[src/rtl/skew_buf_pkg.sv]
// Shared types and width helpers for the skewed ping-pong operand buffer.
//   state_t : streaming FSM states
//   steps() : number of skew steps that one DIM x DIM stream occupies
//   row_w() / step_w() : index widths for matrix rows and skew steps
package skew_buf_pkg;

  typedef enum logic [1:0] {
    IDLE,
    STREAM,
    DONE
  } state_t;

  function automatic int steps(input int dim);
    return 2 * dim - 1;
  endfunction

  function automatic int row_w(input int dim);
    return $clog2(dim);
  endfunction

  function automatic int step_w(input int dim);
    return $clog2(2 * dim - 1);
  endfunction

endpackage

[src/rtl/skew_bank.sv]
// One DIM x DIM operand bank: a full-row write port and a combinational,
// diagonally skewed read at step i_step.
//   clk     : clock
//   i_we    : write i_data into row i_row
//   i_row   : row index
//   i_data  : row elements, element c = column c
//   i_step  : skew step t
//   o_lanes : lane j = element on the t-j diagonal (row or column j), else 0
module skew_bank
  import skew_buf_pkg::*;
#(
  parameter int BITS     = 8,
  parameter int DIM      = 8,
  parameter int COL_MODE = 0
) (
  input  logic                           clk,
  input  logic                           i_we,
  input  logic [row_w(DIM)-1:0]          i_row,
  input  logic [DIM-1:0][BITS-1:0]       i_data,
  input  logic [step_w(DIM)-1:0]         i_step,
  output logic [DIM-1:0][BITS-1:0]       o_lanes
);

  localparam int SW = step_w(DIM);
  localparam int RW = row_w(DIM);
  localparam int DIM_I = DIM;
  localparam logic signed [SW:0] DIM_S = DIM_I[SW:0];

  // Storage is intentionally not reset; the full flags gate its use.
  logic [DIM-1:0][BITS-1:0] r_mem [DIM];

  always_ff @(posedge clk) begin
    if (i_we) r_mem[i_row] <= i_data;
  end

  for (genvar j = 0; j < DIM; j++) begin : g_lane
    localparam int J_I = j;
    localparam logic signed [SW:0] J_S = J_I[SW:0];

    // t-j is evaluated one bit wider than t so that t<j is seen as negative.
    logic signed [SW:0] w_k;
    logic [RW-1:0]      w_idx;

    assign w_k   = $signed({1'b0, i_step}) - J_S;
    assign w_idx = w_k[RW-1:0];

    assign o_lanes[j] = (!w_k[SW] && (w_k < DIM_S)) ?
                        ((COL_MODE != 0) ? r_mem[w_idx][j] : r_mem[j][w_idx]) :
                        '0;
  end

endmodule

[src/rtl/skew_pingpong_buf.sv]
// Double-buffered operand memory feeding one edge of a systolic MAC array.
// The host fills the free bank row by row and commits it; the array side
// streams the committed bank with lane j delayed j cycles and zero fill.
//   clk, rst          : clock, synchronous active-high reset
//   wr_en/wr_row/wr_data : row write into the current write bank
//   wr_commit         : mark write bank full and swap write pointer
//   load_ready        : write bank is free
//   start, en         : request a stream / advance (0 = stall)
//   out_valid/out_data/out_step : live skew step, lane values, step index
//   busy, done        : streaming, one-cycle end pulse
//   banks_full        : per-bank full flags
module skew_pingpong_buf
  import skew_buf_pkg::*;
#(
  parameter int BITS     = 8,
  parameter int DIM      = 8,
  parameter int COL_MODE = 0
) (
  input  logic                          clk,
  input  logic                          rst,
  input  logic                          wr_en,
  input  logic [$clog2(DIM)-1:0]        wr_row,
  input  logic [DIM-1:0][BITS-1:0]      wr_data,
  input  logic                          wr_commit,
  output logic                          load_ready,
  input  logic                          start,
  input  logic                          en,
  output logic                          out_valid,
  output logic [DIM-1:0][BITS-1:0]      out_data,
  output logic [$clog2(2*DIM-1)-1:0]    out_step,
  output logic                          busy,
  output logic                          done,
  output logic [1:0]                    banks_full
);

  localparam int SW = step_w(DIM);
  localparam logic [SW-1:0] T_LAST = SW'(steps(DIM) - 1);

  state_t          r_state;
  logic [SW-1:0]   r_t;
  logic            r_wr_sel;
  logic            r_rd_sel;
  logic [1:0]      r_full;

  logic            w_wr_fire;
  logic            w_commit_fire;
  logic            w_stream_end;
  logic [1:0]      w_full_nxt;
  logic [DIM-1:0][BITS-1:0] w_lanes0;
  logic [DIM-1:0][BITS-1:0] w_lanes1;

  // Load side: both write and commit are gated by the pre-edge flags, so a
  // bank freed this cycle cannot also be committed this cycle.
  assign load_ready    = !r_full[r_wr_sel];
  assign w_wr_fire     = wr_en && load_ready;
  assign w_commit_fire = wr_commit && load_ready;
  assign w_stream_end  = (r_state == STREAM) && en && (r_t == T_LAST);

  always_comb begin
    w_full_nxt = r_full;
    if (w_commit_fire) w_full_nxt[r_wr_sel] = 1'b1;
    if (w_stream_end)  w_full_nxt[r_rd_sel] = 1'b0;
  end

  always_ff @(posedge clk) begin
    if (rst) begin
      r_state  <= IDLE;
      r_t      <= '0;
      r_wr_sel <= 1'b0;
      r_rd_sel <= 1'b0;
      r_full   <= '0;
    end else begin
      r_full <= w_full_nxt;
      if (w_commit_fire) r_wr_sel <= ~r_wr_sel;
      case (r_state)
        IDLE: begin
          if (start && r_full[r_rd_sel]) begin
            r_state <= STREAM;
            r_t     <= '0;
          end
        end
        STREAM: begin
          if (en) begin
            if (r_t == T_LAST) begin
              r_state  <= DONE;
              r_rd_sel <= ~r_rd_sel;
            end else begin
              r_t <= r_t + 1'b1;
            end
          end
        end
        DONE:    r_state <= IDLE;
        default: r_state <= IDLE;
      endcase
    end
  end

  skew_bank #(.BITS(BITS), .DIM(DIM), .COL_MODE(COL_MODE)) u_bank0 (
    .clk     (clk),
    .i_we    (w_wr_fire && !r_wr_sel),
    .i_row   (wr_row),
    .i_data  (wr_data),
    .i_step  (r_t),
    .o_lanes (w_lanes0)
  );

  skew_bank #(.BITS(BITS), .DIM(DIM), .COL_MODE(COL_MODE)) u_bank1 (
    .clk     (clk),
    .i_we    (w_wr_fire && r_wr_sel),
    .i_row   (wr_row),
    .i_data  (wr_data),
    .i_step  (r_t),
    .o_lanes (w_lanes1)
  );

  assign busy       = (r_state == STREAM);
  assign done       = (r_state == DONE);
  assign out_valid  = busy && en;
  assign out_step   = r_t;
  assign banks_full = r_full;
  assign out_data   = busy ? (r_rd_sel ? w_lanes1 : w_lanes0) : '0;

endmodule

[config.mk]
export PLATFORM = sky130hd
export DESIGN_NAME = skew_pingpong_buf
export DESIGN_NICKNAME = d
export VERILOG_FILES = /design/src/rtl/skew_buf_pkg.sv /design/src/rtl/skew_bank.sv /design/src/rtl/skew_pingpong_buf.sv
export SDC_FILE = /design/constraint.sdc
export NUM_CORES = 1
export LEC_CHECK = 0
export BUFFER_PORTS_ARGS = -buffer_cell sky130_fd_sc_hd__buf_4
export CAP_MARGIN = 20
export CORE_ASPECT_RATIO = 0.75
export CORE_MARGIN = 4
export CORE_UTILIZATION = 40
export CTS_BUF_LIST = sky130_fd_sc_hd__clkbuf_4
export CTS_CLUSTER_DIAMETER = 80
export CTS_CLUSTER_SIZE = 40
export DETAILED_ROUTE_END_ITERATION = 16
export PLACE_DENSITY_LB_ADDON = 0.3
export SETUP_SLACK_MARGIN = 0.1
export SYNTH_ARGS = -nofsm -noshare
export SYNTH_HDL_FRONTEND = slang
export SYNTH_SLANG_ARGS = --single-unit
[constraint.sdc]
create_clock -name clk -period 7 [get_ports clk]
set_input_delay 0.7 -clock clk [delete_from_list [all_inputs] [get_ports clk]]
set_output_delay 0.7 -clock clk [all_outputs]
set_load 0.05 [all_outputs]
* Yosys cells after proc, flatten, opt, wreduce, memory -nomap -nowiden
Memory sizes are Yosys's and may differ from the RTL's. Index checks and enable logic that the tools add are counted.
Storage, ports and cells: flip-flop bits (word level) 10, bits in latches 0, bits in writable memories 1024, ROM bits 0, input bits 73, output and inout port bits 74, logic and storage cells 149, memories kept 2
Operators by class: add/sub/neg operators 8, multipliers 0, divide/modulo/power cells 0, $lt $le $gt $ge 20, equal/unequal tests 7, shift operators 0, muxes and demuxes 72, bitwise logic cells 5, reduce and logical (&&, ||, !) cells 30
Memories:
- u_bank0.r_mem | depth 8, width 64, rd ports 8, clocked after Yosys merged registers in 0, write ports 1, RTL line skew_bank.sv:30 | logic [DIM-1:0][BITS-1:0] r_mem [DIM];
- u_bank1.r_mem | depth 8, width 64, rd ports 8, clocked after Yosys merged registers in 0, write ports 1, RTL line skew_bank.sv:30
Operator list (number):
- binary-select mux 8 bit (select 3 bit) | 16
- two-way mux 8 bit | 32
- two-way mux 64 bit | 2
- < comparator 5 bit, second input constant | 7
- < comparator 3 x 4 -> 1 bit, second input constant | 8
- subtractor 4 x 3 -> 5 bit, second input constant | 4
- logical AND 1 bit | 16
- two-way mux 4 bit | 3
- two-way mux 1 bit | 10
- two-way mux 2 bit | 5
- subtractor 4 x 2 -> 5 bit, second input constant | 2
- logical NOT 1 bit | 9
- case mux 4 bit (2 select lines) | 1
- inequality test 2 bit, second input constant | 3
- AND reduction 3 bit | 2
- subtractor 4 x 1 -> 5 bit, second input constant | 1
- adder 4 x 1 -> 4 bit, second input constant | 1
- equality test 4 bit, second input constant | 1
- < comparator 1 x 2 -> 1 bit, second input constant | 2
- < comparator 4 bit, second input constant | 1
- case mux 2 bit (2 select lines) | 1
- AND reduction 4 bit | 1
- bitwise AND 2 bit | 1
- demux 1 bit (select 1 bit) | 2
- other kinds (9) | 11

* Longest topological paths before layout
depth after elaboration 8, gate-level depth with buffers 10, gate-level depth less buffers 6

* Modules after synthesis
From an unflattened synthesis, not the netlist that was laid out.
Unflattened totals: cells, all modules 2294, area, all modules 41803.8 um^2
Modules (own cells, without submodules):
- skew_bank | instances 2, cells an instance 1047, area an instance 20163.1 um^2, seq. area each 15374.7 um^2
- skew_pingpong_buf | instances 1, cells an instance 200, area an instance 1477.7 um^2, seq. area each 200.2 um^2

* Least setup slack after synthesis
Ideal clock, no wire load.
path type input-to-reg, from input wr_row[0], to memory u_bank1.r_mem[0][0] (netlist name), enable pin, library setup time 0.565 ns, arrival time 5.298 ns, data required time 6.435 ns, path slack 1.137 ns, stages on the path 2, path buffers 0, path through nand4b_1 nor3_1
RTL lines:
- from (decl) | RTL line skew_pingpong_buf.sv:22 | input logic [$clog2(DIM)-1:0] wr_row,
- to (decl) | RTL line skew_bank.sv:30
Straight into the memory's write port.

==> results.py <==
metrics = {
    "outcome": {
        "status": "completed",
    },
    "global_routing": {
        "grt_first_pass_wirelength_um": 134000,
        "grt_max_degree": 76,
        "track_usage_pct": 17.8,
        "antenna_found_initial": 4,
        "grt_pass1_vias": 18545,
        "grt_overflow": 0,
    },
    "timing": {
        "skew_ns": 0.120,
        "final.period_utilization_pct": 87.1,
        "finalHoldViolations": 0,
        "holdWs_ns": 0.136,
        "relSlewSlack_pct": 26.0,
        "max_slew.worst_pin.slew_ns": 1.11,
        "rsz0062_at_grt": "false",
        "fin_crit_ns": 6.09,
        "max_clock_freq_mhz": 164,
        "setup_tns_ns": 0,
        "finalSetupViolations": 0,
        "post-route-worst-setup-slack_ns": 0.905,
        "maxSlewViolCount": 0,
    },
    "finish": {
        "multi_input_area_mm2": 0.00837,
        "fillCellCount": 8101,
        "mostFrequentLayoutCell": "edfxtp_1",
        "syn2layout_area_growth_pct": 9.97,
        "final-seq-area_mm2": 0.0310,
        "drive_above_1_share_pct": 27.6,
        "fin_nets": 1980,
        "fin_util_pct": 44.6,
        "finalNonFillerCells": 3228,
        "final_cell_mix": "edfxtp_1, mux4_2, buf_4",
        "final_area_mm2": 0.0437,
    },
    "clock_tree": {
        "cts_made_buffers": 35,
        "cts_setup_buffers": 0,
        "htree_levels": 2,
        "clkSlewWorstSetupHoldPaths_ns": 0.37,
        "clockBufferDepth": 3,
        "clock-sinks": 1034,
        "cts_root_buffer": "clkbuf_4",
        "tritoncts": "yes",
        "insertion_delay_ns": 0.97,
    },
    "power": {
        "vdd_drop_max_mv": 0.122,
        "finalPower_mw": 9.41,
        "p_per_area_mw_per_mm2": 215,
        "p_leak_nw": 13.5,
    },
    "detailed_routing": {
        "dr_total_vias": 18299,
        "drc": 0,
        "wl_per_cell_um": 29.0,
        "wl_um": 93500,
        "drtIter0Drc": 1913,
        "first_pass_iters": 5,
        "ant_nets": 0,
        "via_per_inst": 5.67,
    },
    "placed_design": {
        "place_area_mm2": 0.0425,
        "port_buffers": 146,
        "dpl.cell_count": 3100,
        "dpl.hpwl_um": 53100,
        "gp_congestion": 0.744,
        "post-place-ws_ns": 1.98,
    },
    "critical_path": {
        "path_buf_inv": 3,
        "worstPathMaxFanout": 75,
        "worstSetupStartpointType": "flip-flop",
        "cp-end-kind": "output pin",
        "crit_family": "buffers and inverters",
        "required_ns": 6.30,
        "cp_cell_sequence": "inv_2, ha_4, buf_12, mux4_2, mux2i_1, o22ai_1, buf_4",
        "crit_slowest_cell": "ha_4",
        "critPathKind": "reg -> out",
        "worstPathArrival_ns": 5.39,
        "cpPeakStageDelay_ns": 1.10,
        "r2r_slack_ns": 3.24,
    },
    "die": {
        "fp.dieArea_mm2": 0.105,
        "coreArea_mm2": 0.0980,
        "ios": 147,
        "num_rows": 99,
        "start_util_pct": 40.6,
        "die_w_um": 372,
        "die_y_um": 281,
    },
    "synthesis": {
        "yosysSeqAreaShare_pct": 77.8,
        "yosysWarnings": 0,
        "synth_area_per_cell_um2": 23.7,
        "ys_types": 43,
        "synth_seq_cells": 1034,
        "synthesis.nets": 1766,
        "synthCells": 1681,
        "synth_area_mm2": 0.0398,
    },
    "hold_path": {
        "hold_path_class": "in -> reg",
    },
    "job": {
        "max_cap_violations": 0,
    },
}
[where the power goes]
group	internal, mW	switching (mW)
Sequential	6.88	0.0199
Clock	0.361	1.74
Combinational	0.144	0.267
Total	7.39	2.02
[area by class of cell]
class	instances	share of cell area, %
clock inverters	15	0.486
well taps	1313	3.76
diodes	2	0.0114
repair buffers	255	5.04
multi-input cells	559	19.1
inverters	10	0.0858
flip-flops and latches	1034	70.8
clock buffers	40	0.687
[repair_timing]
item                      4_1_cts  5_1_grt
hold endpoints to repair      989        0
hold buffers                   68        0
resized for setup               0        0
[metal layers]
layer / GRT usage, % / vias to the layer above / part of all wire, %
met5: 0 / - / 0.014
met4: 4.70 / 2 / 2.6
met1: 25.9 / 9972 / 43
li1: - / 7559 / -
met2: 28.2 / 650 / 48
met3: 2.77 / 116 / 6.5
[worst paths after layout]
path,endpoint,cells past startpoint,from
setup reg to reg,out_step[1],6,out_step[1]
setup / recovery,out_data[28],7,out_step[1]
hold / removal,u_bank0.r_mem[0][54],2,wr_row[2]
hold reg to reg,banks_full[0],2,banks_full[0]
[worst reg2reg max path: cells and delay by family, from the launching register on]
kind	cells	cell delay, ns
compound gates	1	0.13
fa+ha+maj	1	1.11
buf+inv	2	1.03
flops	1	0.87
simple gates	2	0.58
[cells in the mapped netlist]
library cell	count	area share [%]
nand3b_1	2	0.038
buf_4	3	0.057
nand2b_2	1	0.022
buf_1	6	0.057
edfxtp_1	1024	77
clkbuf_1	12	0.11
dfxtp_1	10	0.50
xnor2_2	2	0.082
xor2_2	2	0.082
nor2_1	18	0.17
or4_1	3	0.057
o31ai_1	1	0.019
nand4b_1	2	0.044
inv_1	7	0.066
a21oi_2	1	0.022
mux2i_1	130	3.3
nand4_1	2	0.031
a22o_1	1	0.022
nand3_1	7	0.088
inv_2	3	0.028
buf_2	27	0.34
o21ai_0	4	0.050
o22ai_1	64	1.0
a211oi_1	2	0.038
buf_6	30	0.85
nor3_1	5	0.063
or2_2	1	0.016
a21oi_1	9	0.11
nand2_1	14	0.13
ha_1	12	0.38
nand2b_1	5	0.079
xor2_1	2	0.044
mux4_2	256	15
a311oi_1	1	0.022
or3_1	2	0.031
mux2_1	1	0.028
and2_1	2	0.031
a21boi_2	1	0.028
o32ai_1	1	0.022
and4b_1	1	0.025
nor2b_1	2	0.031
a32oi_2	1	0.041
nor3b_1	1	0.019
[sequential cells by signal (all words and copies together) (netlist names)]
register       flops
r_rd_sel           1
r_wr_sel           1
out_step           4
u_bank1.r_mem    512
u_bank0.r_mem    512
r_state            2
banks_full         2
[cell families (layout without fill, tap and decap cells)]
logic type / Yosys count / count (layout) / synth area share [%]
AOI/OAI and AO/OA: 86 / 86 / 1.38
xor gates and xnor gates: 6 / 6 / 0.208
adders and majority gates: 12 / 12 / 0.378
buffers and inverters: 88 / 320 / 1.51
DFF: 1034 / 1034 / 77.8
muxes: 387 / 387 / 17.8
other: 0 / 2 / 0
and+or+nand+nor: 68 / 68 / 0.878
Note: power is estimated with default switching activity, not from simulation.
